File: config.mk
export PLATFORM = sky130hd
export DESIGN_NAME = aes_wb_mailbox_flat
export DESIGN_NICKNAME = d
export VERILOG_FILES = /design/src/rtl/aes_wb_mailbox_if.sv /design/src/rtl/aes_wb_mailbox.sv /design/src/flat_wrapper.sv
export SDC_FILE = /design/constraint.sdc
export NUM_CORES = 1
export LEC_CHECK = 0
export ABC_AREA = 1
export CAP_MARGIN = 40
export CORE_MARGIN = 3
export CORE_UTILIZATION = 39
export DETAILED_ROUTE_END_ITERATION = 12
export MAX_ROUTING_LAYER = met4
export SYNTH_ARGS = -nofsm -noshare
export SYNTH_HDL_FRONTEND = slang
export SYNTH_SLANG_ARGS = --single-unit
File: constraint.sdc
create_clock -name clock -period 2.44 [get_ports clock]
set_input_delay 0.61 -clock clock [delete_from_list [all_inputs] [get_ports clock]]
set_output_delay 0.61 -clock clock [all_outputs]
set_load 0.02 [all_outputs]
File: src/rtl/aes_wb_mailbox_if.sv
// rtl/aes_wb_mailbox_if.sv - Wishbone classic bus bundle between the management SoC and the cipher mailbox
interface aes_wb_mailbox_if;
  logic        io_wbs_cyc_i;
  logic        io_wbs_stb_i;
  logic        io_wbs_we_i;
  logic [3:0]  io_wbs_sel_i;
  logic [31:0] io_wbs_adr_i;
  logic [31:0] io_wbs_dat_i;
  logic        io_wbs_ack_o;
  logic [31:0] io_wbs_dat_o;

  modport master (
    output io_wbs_cyc_i, io_wbs_stb_i, io_wbs_we_i, io_wbs_sel_i, io_wbs_adr_i, io_wbs_dat_i,
    input  io_wbs_ack_o, io_wbs_dat_o
  );

  modport slave (
    input  io_wbs_cyc_i, io_wbs_stb_i, io_wbs_we_i, io_wbs_sel_i, io_wbs_adr_i, io_wbs_dat_i,
    output io_wbs_ack_o, io_wbs_dat_o
  );
endinterface

File: src/rtl/aes_wb_mailbox.sv
// rtl/aes_wb_mailbox.sv - Wishbone mailbox for the block-cipher core
// Key/input registers, start/valid launch FSM and a 128-bit result FIFO with level irq.
module aes_wb_mailbox #(
  parameter int KEY_W      = 128,
  parameter int FIFO_DEPTH = 4,
  parameter int CNT_W      = $clog2(FIFO_DEPTH) + 1
) (
  input  logic               clock,
  input  logic               reset,
  aes_wb_mailbox_if.slave    wb,
  output logic               core_start,
  output logic               core_mode,
  output logic [KEY_W-1:0]   core_key,
  output logic [127:0]       core_block,
  input  logic               core_valid,
  input  logic [127:0]       core_result,
  output logic               irq
);
  localparam int NK    = KEY_W / 32;
  localparam int PTR_W = $clog2(FIFO_DEPTH);

  typedef enum logic [1:0] {S_IDLE, S_LAUNCH, S_WAIT, S_PUSH} state_t;
  state_t state_q, state_d;

  logic             ack_q;
  logic [31:0]      dat_q;
  logic             mode_q, irq_en_q, err_q, start_pend_q, irq_q;
  logic [31:0]      key_q [NK];
  logic [31:0]      din_q [4];
  logic [127:0]     hold_q;
  logic [127:0]     mem_q [FIFO_DEPTH];
  logic [PTR_W-1:0] rd_ptr_q, wr_ptr_q, wr_idx;
  logic [CNT_W-1:0] count_q, count_d;

  logic [5:0]       word_adr;
  logic [31:0]      wdata;
  logic [3:0]       sel;
  logic             req, wr, rd, busy, locked, empty, full;
  logic             wr_ctrl, wr_stat, start_req, start_ok, start_err, flush, pop, push, irq_en_d;
  logic [31:0]      rdata;
  logic [127:0]     head;
  logic             unused_adr;

  assign word_adr   = wb.io_wbs_adr_i[7:2];
  assign unused_adr = ^{wb.io_wbs_adr_i[31:8], wb.io_wbs_adr_i[1:0]};
  assign wdata      = wb.io_wbs_dat_i;
  assign sel        = wb.io_wbs_sel_i;

  assign req = wb.io_wbs_cyc_i & wb.io_wbs_stb_i & ~ack_q;
  assign wr  = req & wb.io_wbs_we_i;
  assign rd  = req & ~wb.io_wbs_we_i;

  assign busy  = (state_q != S_IDLE);
  // A START accepted but not yet launched already owns the core.
  assign locked = busy | start_pend_q;
  assign empty  = (count_q == '0);
  assign full   = (count_q == CNT_W'(FIFO_DEPTH));

  assign wr_ctrl   = wr & (word_adr == 6'd0) & sel[0];
  assign wr_stat   = wr & (word_adr == 6'd1) & sel[0];
  assign start_req = wr_ctrl & wdata[0];
  assign start_ok  = start_req & ~locked;
  assign start_err = start_req & locked;
  assign flush     = wr_ctrl & wdata[3];
  assign pop       = rd & (word_adr == 6'd19) & ~empty;
  assign irq_en_d  = wr_ctrl ? wdata[2] : irq_en_q;

  assign head   = mem_q[rd_ptr_q];
  assign wr_idx = flush ? '0 : wr_ptr_q;

  assign wb.io_wbs_ack_o = ack_q;
  assign wb.io_wbs_dat_o = dat_q;
  assign core_mode       = mode_q;
  assign irq             = irq_q;

  always_ff @(posedge clock or negedge reset) begin
    if (!reset) state_q <= S_IDLE;
    else        state_q <= state_d;
  end

  always_comb begin
    state_d    = state_q;
    core_start = 1'b0;
    push       = 1'b0;
    unique case (state_q)
      S_IDLE:   if (start_pend_q) state_d = S_LAUNCH;
      S_LAUNCH: begin
        core_start = 1'b1;
        state_d    = S_WAIT;
      end
      S_WAIT:   if (core_valid) state_d = S_PUSH;
      // A full FIFO stalls here; the held result is written once a slot frees.
      S_PUSH:   if (!full || pop || flush) begin
        push    = 1'b1;
        state_d = S_IDLE;
      end
      default:  state_d = S_IDLE;
    endcase
  end

  always_comb begin
    count_d = count_q;
    if (flush)              count_d = push ? CNT_W'(1) : '0;
    else if (push && !pop)  count_d = count_q + 1'b1;
    else if (pop && !push)  count_d = count_q - 1'b1;
  end

  always_comb begin
    rdata = '0;
    if (word_adr == 6'd0) rdata = {29'd0, irq_en_q, mode_q, 1'b0};
    if (word_adr == 6'd1) rdata = {16'd0, 8'(count_q), 3'd0, err_q, 1'b0, full, empty, busy};
    for (int i = 0; i < NK; i++)
      if (word_adr == 6'(4 + i)) rdata = key_q[i];
    for (int i = 0; i < 4; i++)
      if (word_adr == 6'(12 + i)) rdata = din_q[i];
    for (int i = 0; i < 4; i++)
      if (word_adr == 6'(16 + i) && !empty) rdata = head[32*i +: 32];
  end

  always_comb begin
    core_key   = '0;
    core_block = '0;
    for (int i = 0; i < NK; i++) core_key[32*i +: 32] = key_q[i];
    for (int i = 0; i < 4; i++)  core_block[32*i +: 32] = din_q[i];
  end

  always_ff @(posedge clock or negedge reset) begin
    if (!reset) begin
      ack_q        <= 1'b0;
      dat_q        <= '0;
      mode_q       <= 1'b0;
      irq_en_q     <= 1'b0;
      err_q        <= 1'b0;
      start_pend_q <= 1'b0;
      irq_q        <= 1'b0;
      for (int i = 0; i < NK; i++) key_q[i] <= '0;
      for (int i = 0; i < 4; i++)  din_q[i] <= '0;
    end else begin
      ack_q        <= req;
      dat_q        <= rd ? rdata : '0;
      start_pend_q <= start_ok;
      // Computed from next-state values so irq tracks the count in the same cycle.
      irq_q        <= irq_en_d & (count_d != '0);
      if (wr_ctrl) begin
        irq_en_q <= wdata[2];
        if (!locked) mode_q <= wdata[1];
      end
      if (start_err)                err_q <= 1'b1;
      else if (wr_stat && wdata[4]) err_q <= 1'b0;
      for (int i = 0; i < NK; i++)
        if (wr && !locked && word_adr == 6'(4 + i))
          for (int b = 0; b < 4; b++)
            if (sel[b]) key_q[i][8*b +: 8] <= wdata[8*b +: 8];
      for (int i = 0; i < 4; i++)
        if (wr && !locked && word_adr == 6'(12 + i))
          for (int b = 0; b < 4; b++)
            if (sel[b]) din_q[i][8*b +: 8] <= wdata[8*b +: 8];
    end
  end

  always_ff @(posedge clock or negedge reset) begin
    if (!reset) begin
      rd_ptr_q <= '0;
      wr_ptr_q <= '0;
      count_q  <= '0;
      hold_q   <= '0;
      for (int i = 0; i < FIFO_DEPTH; i++) mem_q[i] <= '0;
    end else begin
      count_q <= count_d;
      if (state_q == S_WAIT && core_valid) hold_q <= core_result;
      if (push) mem_q[wr_idx] <= hold_q;
      if (flush) begin
        rd_ptr_q <= '0;
        wr_ptr_q <= push ? PTR_W'(1) : '0;
      end else begin
        if (pop)  rd_ptr_q <= rd_ptr_q + 1'b1;
        if (push) wr_ptr_q <= wr_ptr_q + 1'b1;
      end
    end
  end
endmodule

File: src/flat_wrapper.sv
// flat-port wrapper written by rule: the top's interface ports become plain ports
module aes_wb_mailbox_flat 
#(
  parameter int KEY_W      = 128,
  parameter int FIFO_DEPTH = 4,
  parameter int CNT_W      = $clog2(FIFO_DEPTH) + 1
)
  (clock, reset, core_start, core_mode, core_key, core_block, core_valid, core_result, irq, wb_io_wbs_cyc_i, wb_io_wbs_stb_i, wb_io_wbs_we_i, wb_io_wbs_sel_i, wb_io_wbs_adr_i, wb_io_wbs_dat_i, wb_io_wbs_ack_o, wb_io_wbs_dat_o);
  aes_wb_mailbox_if wb_i ();
  input  logic clock;
  input  logic reset;
  output logic core_start;
  output logic core_mode;
  output logic [KEY_W-1:0] core_key;
  output logic [127:0] core_block;
  input  logic core_valid;
  input  logic [127:0] core_result;
  output logic irq;
  input wire logic [$bits(wb_i.io_wbs_cyc_i)-1:0] wb_io_wbs_cyc_i;
  input wire logic [$bits(wb_i.io_wbs_stb_i)-1:0] wb_io_wbs_stb_i;
  input wire logic [$bits(wb_i.io_wbs_we_i)-1:0] wb_io_wbs_we_i;
  input wire logic [$bits(wb_i.io_wbs_sel_i)-1:0] wb_io_wbs_sel_i;
  input wire logic [$bits(wb_i.io_wbs_adr_i)-1:0] wb_io_wbs_adr_i;
  input wire logic [$bits(wb_i.io_wbs_dat_i)-1:0] wb_io_wbs_dat_i;
  output wire logic [$bits(wb_i.io_wbs_ack_o)-1:0] wb_io_wbs_ack_o;
  output wire logic [$bits(wb_i.io_wbs_dat_o)-1:0] wb_io_wbs_dat_o;
  assign wb_i.io_wbs_cyc_i = wb_io_wbs_cyc_i;
  assign wb_i.io_wbs_stb_i = wb_io_wbs_stb_i;
  assign wb_i.io_wbs_we_i = wb_io_wbs_we_i;
  assign wb_i.io_wbs_sel_i = wb_io_wbs_sel_i;
  assign wb_i.io_wbs_adr_i = wb_io_wbs_adr_i;
  assign wb_i.io_wbs_dat_i = wb_io_wbs_dat_i;
  assign wb_io_wbs_ack_o = wb_i.io_wbs_ack_o;
  assign wb_io_wbs_dat_o = wb_i.io_wbs_dat_o;
  aes_wb_mailbox #(.KEY_W(KEY_W), .FIFO_DEPTH(FIFO_DEPTH), .CNT_W(CNT_W)) u_core (.clock(clock), .reset(reset), .wb(wb_i), .core_start(core_start), .core_mode(core_mode), .core_key(core_key), .core_block(core_block), .core_valid(core_valid), .core_result(core_result), .irq(irq));
endmodule
======== Yosys cells after proc, flatten, opt, wreduce, memory -nomap -nowiden ========
Cells that the tools add are included.
word-level totals
  register bits ........................... 943
  bits in latches ......................... 0
  memory bits (writable) .................. 0
  bits in read-only memories .............. 0
  input bits .............................. 202
  word-level logic and storage cells ...... 205
  memories ................................ 0
operators by class
  $add $sub $neg .......................... 4
  $mul .................................... 0
  div/mod/pow operators ................... 0
  order comparisons ....................... 3
  eq/ne operators ......................... 20
  shift-type cells ........................ 0
  muxes and demuxes ....................... 41
  bitwise operators ....................... 22
  reductions and logical operators ........ 67
operators with widths
  operator               number
  $bwmux W512            1
  $mux W32               13
  $mux W128              3
  $bmux W128 S2          1
  $demux W128 S2         1
  $reduce_and A2 Y1      33
  $eq A6 B3 Y1 const B   4
  $eq A6 B4 Y1 const B   4
  $eq A6 B5 Y1 const B   4
  $logic_and A1 B1 Y1    18
  $mux W2                8
  $and A1 B1 Y1          15
  $mux W3                4
  $mux W11               1
  $mux W1                8
  $pmux W2 S4            1
  $reduce_bool A2 Y1     4
  $eq A6 B1 Y1 const B   1
  $ge A3 B3 Y1 const B   2
  $logic_not A6 Y1       1
  $not A2 Y3             2
  $logic_not A1 Y1       5
  $add A2 B1 Y2 const B  2
  $eq A2 B2 Y1 const B   2
  14 further kinds       19

======== Depth between registers and ports, before layout ========
  word-level depth ........................ 16
  gate-level depth with buffers ........... 16
  gate-level depth less buffers ........... 16

======== Least setup slack after synthesis ========
No wires, ideal clock.
  kind .................................... in2reg
  from .................................... input wb_io_wbs_adr_i[7]
  to ...................................... register u_core.mem_q[341] (netlist name)
  library setup time ...................... 120 ps
  arrival ................................. 1998 ps
  data required time ...................... 2320 ps
  slack ................................... 322 ps
  stages on the path ...................... 12
  path through ............................ nor2_2 nand2_2 nor2_4 nand4_4 nand3_2 nand2_4 inv_4 nand4_4 buf_2 buf_2 nand2_1 o21ai_2
on the way
  word-level cells in the longest chain between the ends .. 11
RTL lines
  what                                                                       line                   text
  from (decl)                                                                flat_wrapper.sv:23     input wire logic [$bits(wb_i.io_wbs_adr_i)-1:0] wb_io_wbs_adr_i;
  $logic_not A6 Y1                                                           aes_wb_mailbox.sv:59   assign wr_ctrl = wr & (word_adr == 6'd0) & sel[0];
  $and A1 B1 Y1 (2 in a row)                                                 aes_wb_mailbox.sv:59
  $and A1 B1 Y1                                                              aes_wb_mailbox.sv:64   assign flush = wr_ctrl & wdata[3];
  $mux W2                                                                    aes_wb_mailbox.sv:69   assign wr_idx = flush ? '0 : wr_ptr_q;
  $not A2 Y3 (implied by the code)                                           aes_wb_mailbox.sv:171  if (push) mem_q[wr_idx] <= hold_q;
  $ge A3 B3 Y1 (implied by the code) / $lt A3 B1 Y1 (equally long branches)  aes_wb_mailbox.sv:171
  $logic_and A1 B1 Y1 (implied by the code)                                  aes_wb_mailbox.sv:171
  $mux W128 (implied by the code)                                            aes_wb_mailbox.sv:171
  $demux W128 S2                                                             aes_wb_mailbox.sv:171
  $bwmux W512                                                                aes_wb_mailbox.sv:171
  to (signal, indexed assignment)                                            aes_wb_mailbox.sv:171
  to (decl)                                                                  aes_wb_mailbox.sv:31   logic [127:0] mem_q [FIFO_DEPTH];
Parallel ways exist; a longest one is shown, timed or not.
A chain may end at the register's enable or synchronous reset.

======== Final worst setup path ========
  from .................................... input wb_io_wbs_adr_i[5]
  to ...................................... register u_core.mem_q[305] (netlist name)
The elaborated chain is that of the path after synthesis.

==> summary.txt <==
Timing
  • Fmax: about 400 MHz
  • Fin crit share: 102%
  • Final WS setup: -45.1 ps
  • Clk_skew: 27.5 ps
  • Worst slew pin tran: a little under 700 ps
  • Finish-stage setup viols: 24
  • Hold slack: 478 ps
  • Pins over their slew limit: 0
  • Final hold vios: 0
  • Max_slew headroom: 53.8%
  • Crit path time final: between 2000 and 2500 ps

Route
  • Via Count: 36000
  • Routed WL: about 150 mm
  • Avg Vias per Cell: 5.30
  • TritonRoute pass-1 iters: 5
  • 1st-iter DRT viols: 3811
  • ANT nets after route: 0
  • DRC violations left: 0
  • DR WL/cell: 21.8 µm

Yosys
  • EDFF count, synth: 0
  • Yosys top cell by area: dfrtp_1
  • Syn nets: 4942
  • Synth top area share: ~58%
  • Syn avg cell area: 8.64 µm²
  • Synth Warn #: 0
  • Ys flop type: dfrtp_1
  • Post-synthesis sequential area ratio: between 50 and 60%
  • Yosys reg bits: 943
  • Mapped Cells: 4733
  • FFs w/ async S/R, synth: 100%
  • Synth area leaders: dfrtp_1 58%, nand2_1 11%, o21ai_0 6.5%
  • Yosys cell types: 41
  • Post-Syn Area: just over 0.04 mm²

Worst hold path
  • Class of the most critical hold timing path: in2async

Die
  • Core area: between 0.1 and 0.15 mm²
  • Die ar.: between 0.1 and 0.15 mm²
  • Die height: 330 µm
  • Die Span X: around 330 µm
  • Starting Density: between 30% and 40%
  • Cell Rows: 118
  • IO Pins: ~500

Cells and area
  • Count of nets after finishing: 5540
  • Commonest non-fill, non-tap cell in the layout: nand2_1
  • Highest-count cells in the layout ignoring fill and taps: 1224 x nand2_1, 940 x dfrtp_1, 525 x o21ai_0
  • Post-layout util: between 50% and 60%
  • Filler Cells Inserted: 9649
  • Share of layout cells above drive strength 1: between 10% and 20%
  • Layout Area Growth over Synthesis: 30.1%

Setup path
  • CP most frequent cell: buf_4
  • CP arrival: 3030 ps
  • Slowest cell on crit path: clkdlybuf4s50_1
  • Crit path kind: in2reg
  • Crit. End Element: register
  • Max incr delay on CP: ~450 ps
  • Worst EP required: roughly 3000 ps
  • Critical Path, Cell by Cell: clkdlybuf4s50_1 -> buf_4 -> nor2_4 -> inv_1 -> buf_4 -> nor2_4 -> nand4_4 -> nand3_4 -> nand2_4 -> inv_4 -> buf_4 -> nand4_4 -> buf_16 -> nand2_1 -> o21ai_2
  • Worst Path Max Fanout: 110
  • Worst setup SP type: input pin

Global route
  • Pin count of the biggest net entering global routing: 111
  • Antenna violations before repair: 12
  • Number of global-route vias before repair: between 30000 and 40000
  • First-pass GRT wire length: 223 mm
  • GR Util All Layers: 27.8%
  • Remaining global-route overflow: 0

Clock network
  • Root Buffer: clkbuf_16
  • Clk sinks: 943
  • Num CTS Buffers: just over 100
  • H-Tree Depth: 3
  • Clock tree buffer depth: 3
  • CTS tree: done
  • Clk slew on worst S/H paths: roughly 60 ps
  • Insertion delay to the later sink of the worst-skew pair: 690 ps

Placed design
  • Port bufs: 467
  • Place WS: -833 ps
  • GP Congestion: 0.941
  • Detailed Place HPWL: around 110 mm

Power
  • Total power: 53.5 mW
  • Power Density: 1010 mW/mm²
  • VDD IR max: between 0.6 and 0.7 mV
  • Leakage dissipation: 25.4 nW

Run status
  • Outcome: finished with violations
  • Failing checks: negative setup slack

Flow run
  • Maxcap violations: 0
[through the flow]
stage / setup TNS, ps / cell area [µm²] / instances
finish: -639 / 53200 / 6791
global route: -141 / 53200 / 6789
CTS: 0 / 53000 / 6779
detailed placement: -334900 / 49500 / 6597
global placement: -314420 / 49500 / 6597
floorplan: 0 / 40900 / 4733
[kinds of logic (layout without fill, tap and decap cells)]
logic type / count (synthesis) / in the layout / share of synthesized area (%)
simple gates: 1840 / 1840 / 17.8
fa+ha+maj: 7 / 7 / 0.214
other cells: 0 / 9 / 0
buf+inv: 583 / 1252 / 6.06
compound gates: 1354 / 1354 / 18.0
flops: 943 / 943 / 57.7
xor+xnor: 6 / 6 / 0.129
[final cells by class]
| type | count | area [µm²] | share of cell area [%] |
|---|---|---|---|
| diodes | 9 | 22.5 | 0.0423 |
| clock buffers | 148 | 3020 | 5.67 |
| clock inverters | 27 | 375 | 0.706 |
| inverters | 277 | 1050 | 1.98 |
| multi-input cells | 3207 | 15000 | 28.1 |
| flip-flops and latches | 943 | 23600 | 44.4 |
| well taps | 1380 | 1730 | 3.25 |
| repair buffers | 800 | 8420 | 15.8 |
[where the power goes]
part	leakage [nW]	total, mW	internal [mW]	switching, mW
sequential	11.9	23.4	20.9	2.46
clock	1.68	15.7	9.36	6.39
combinational	11.8	14.4	5.43	8.92
total	25.4	53.5	35.7	17.8
[worst max-delay path: cells and delay by family]
family	cells	cell delay [ps]
AOI/OAI and AO/OA	1	70
and+or+nand+nor	7	890
buffers and inverters	7	1240
[routing by layer]
layer  part of all wire (%)  global-route usage, %  wire (µm)  up-vias
met3                    7.1                   4.60      10500      274
met5                      0                      -          0        -
met4                    4.3                   10.5       6350        0
met2                     46                   42.9      68400     1351
met1                     43                   37.0      63100    17600
li1                       -                      -          -    16800
[registers in the layout, indices dropped and copies added, names as in the netlist]
name / cells
u_core.count_q: 3
u_core.irq_en_q: 1
u_core.hold_q: 128
u_core.core_key: 128
u_core.start_pend_q: 1
u_core.irq: 1
u_core.wr_ptr_q: 2
u_core.core_mode: 1
u_core.rd_ptr_q: 2
u_core.err_q: 1
u_core.mem_q: 512
u_core.wb.io_wbs_ack_o: 1
u_core.state_q: 2
u_core.core_block: 128
u_core.wb.io_wbs_dat_o: 32
[synthesized netlist by cell type, types with 3 or more instances]
master / instances
dfrtp_1: 943
clkbuf_1: 172
buf_1: 13
ha_1: 7
nand4_1: 40
inv_1: 273
buf_6: 20
a21oi_1: 239
o21ai_2: 80
a31oi_1: 30
o221ai_1: 30
inv_2: 3
nand2_1: 1231
buf_2: 97
buf_4: 4
nor2_4: 3
nand2_2: 4
xor2_1: 4
o21ai_0: 531
o21ai_1: 371
nor2_2: 4
or2_0: 3
nor2_1: 456
o22ai_1: 32
a22oi_1: 37
nand3_1: 84
[repair_timing]
action | in CTS | in global routing
pin swaps | 0 | 6
hold endpoints to repair | 18 | 0
cloned | 3 | 0
setup buffers | 3 | 4
endpoints found under the setup margin | 91 | 173
hold buffers | 1 | 0
resized for setup | 44 | 42
[worst paths after layout]
kind	from	end	slack, ps	cells after the start
setup / recovery	wb_io_wbs_adr_i[5]	u_core.mem_q[305]$_DFFE_PN0P_	-50	15
hold / removal	reset	u_core.mem_q[142]$_DFFE_PN0P_	480	2
setup reg to reg	u_core.count_q[0]$_DFF_PN0_	u_core.mem_q[305]$_DFFE_PN0P_	10	14
hold reg to reg	u_core.mem_q[333]$_DFFE_PN0P_	u_core.mem_q[333]$_DFFE_PN0P_	480	2
max in group asynchronous	reset	u_core.hold_q[10]$_DFFE_PN0P_	1090	3
min in group clock	u_core.mem_q[333]$_DFFE_PN0P_	u_core.mem_q[333]$_DFFE_PN0P_	480	2
No activity file was read; power rests on OpenSTA's default activity.
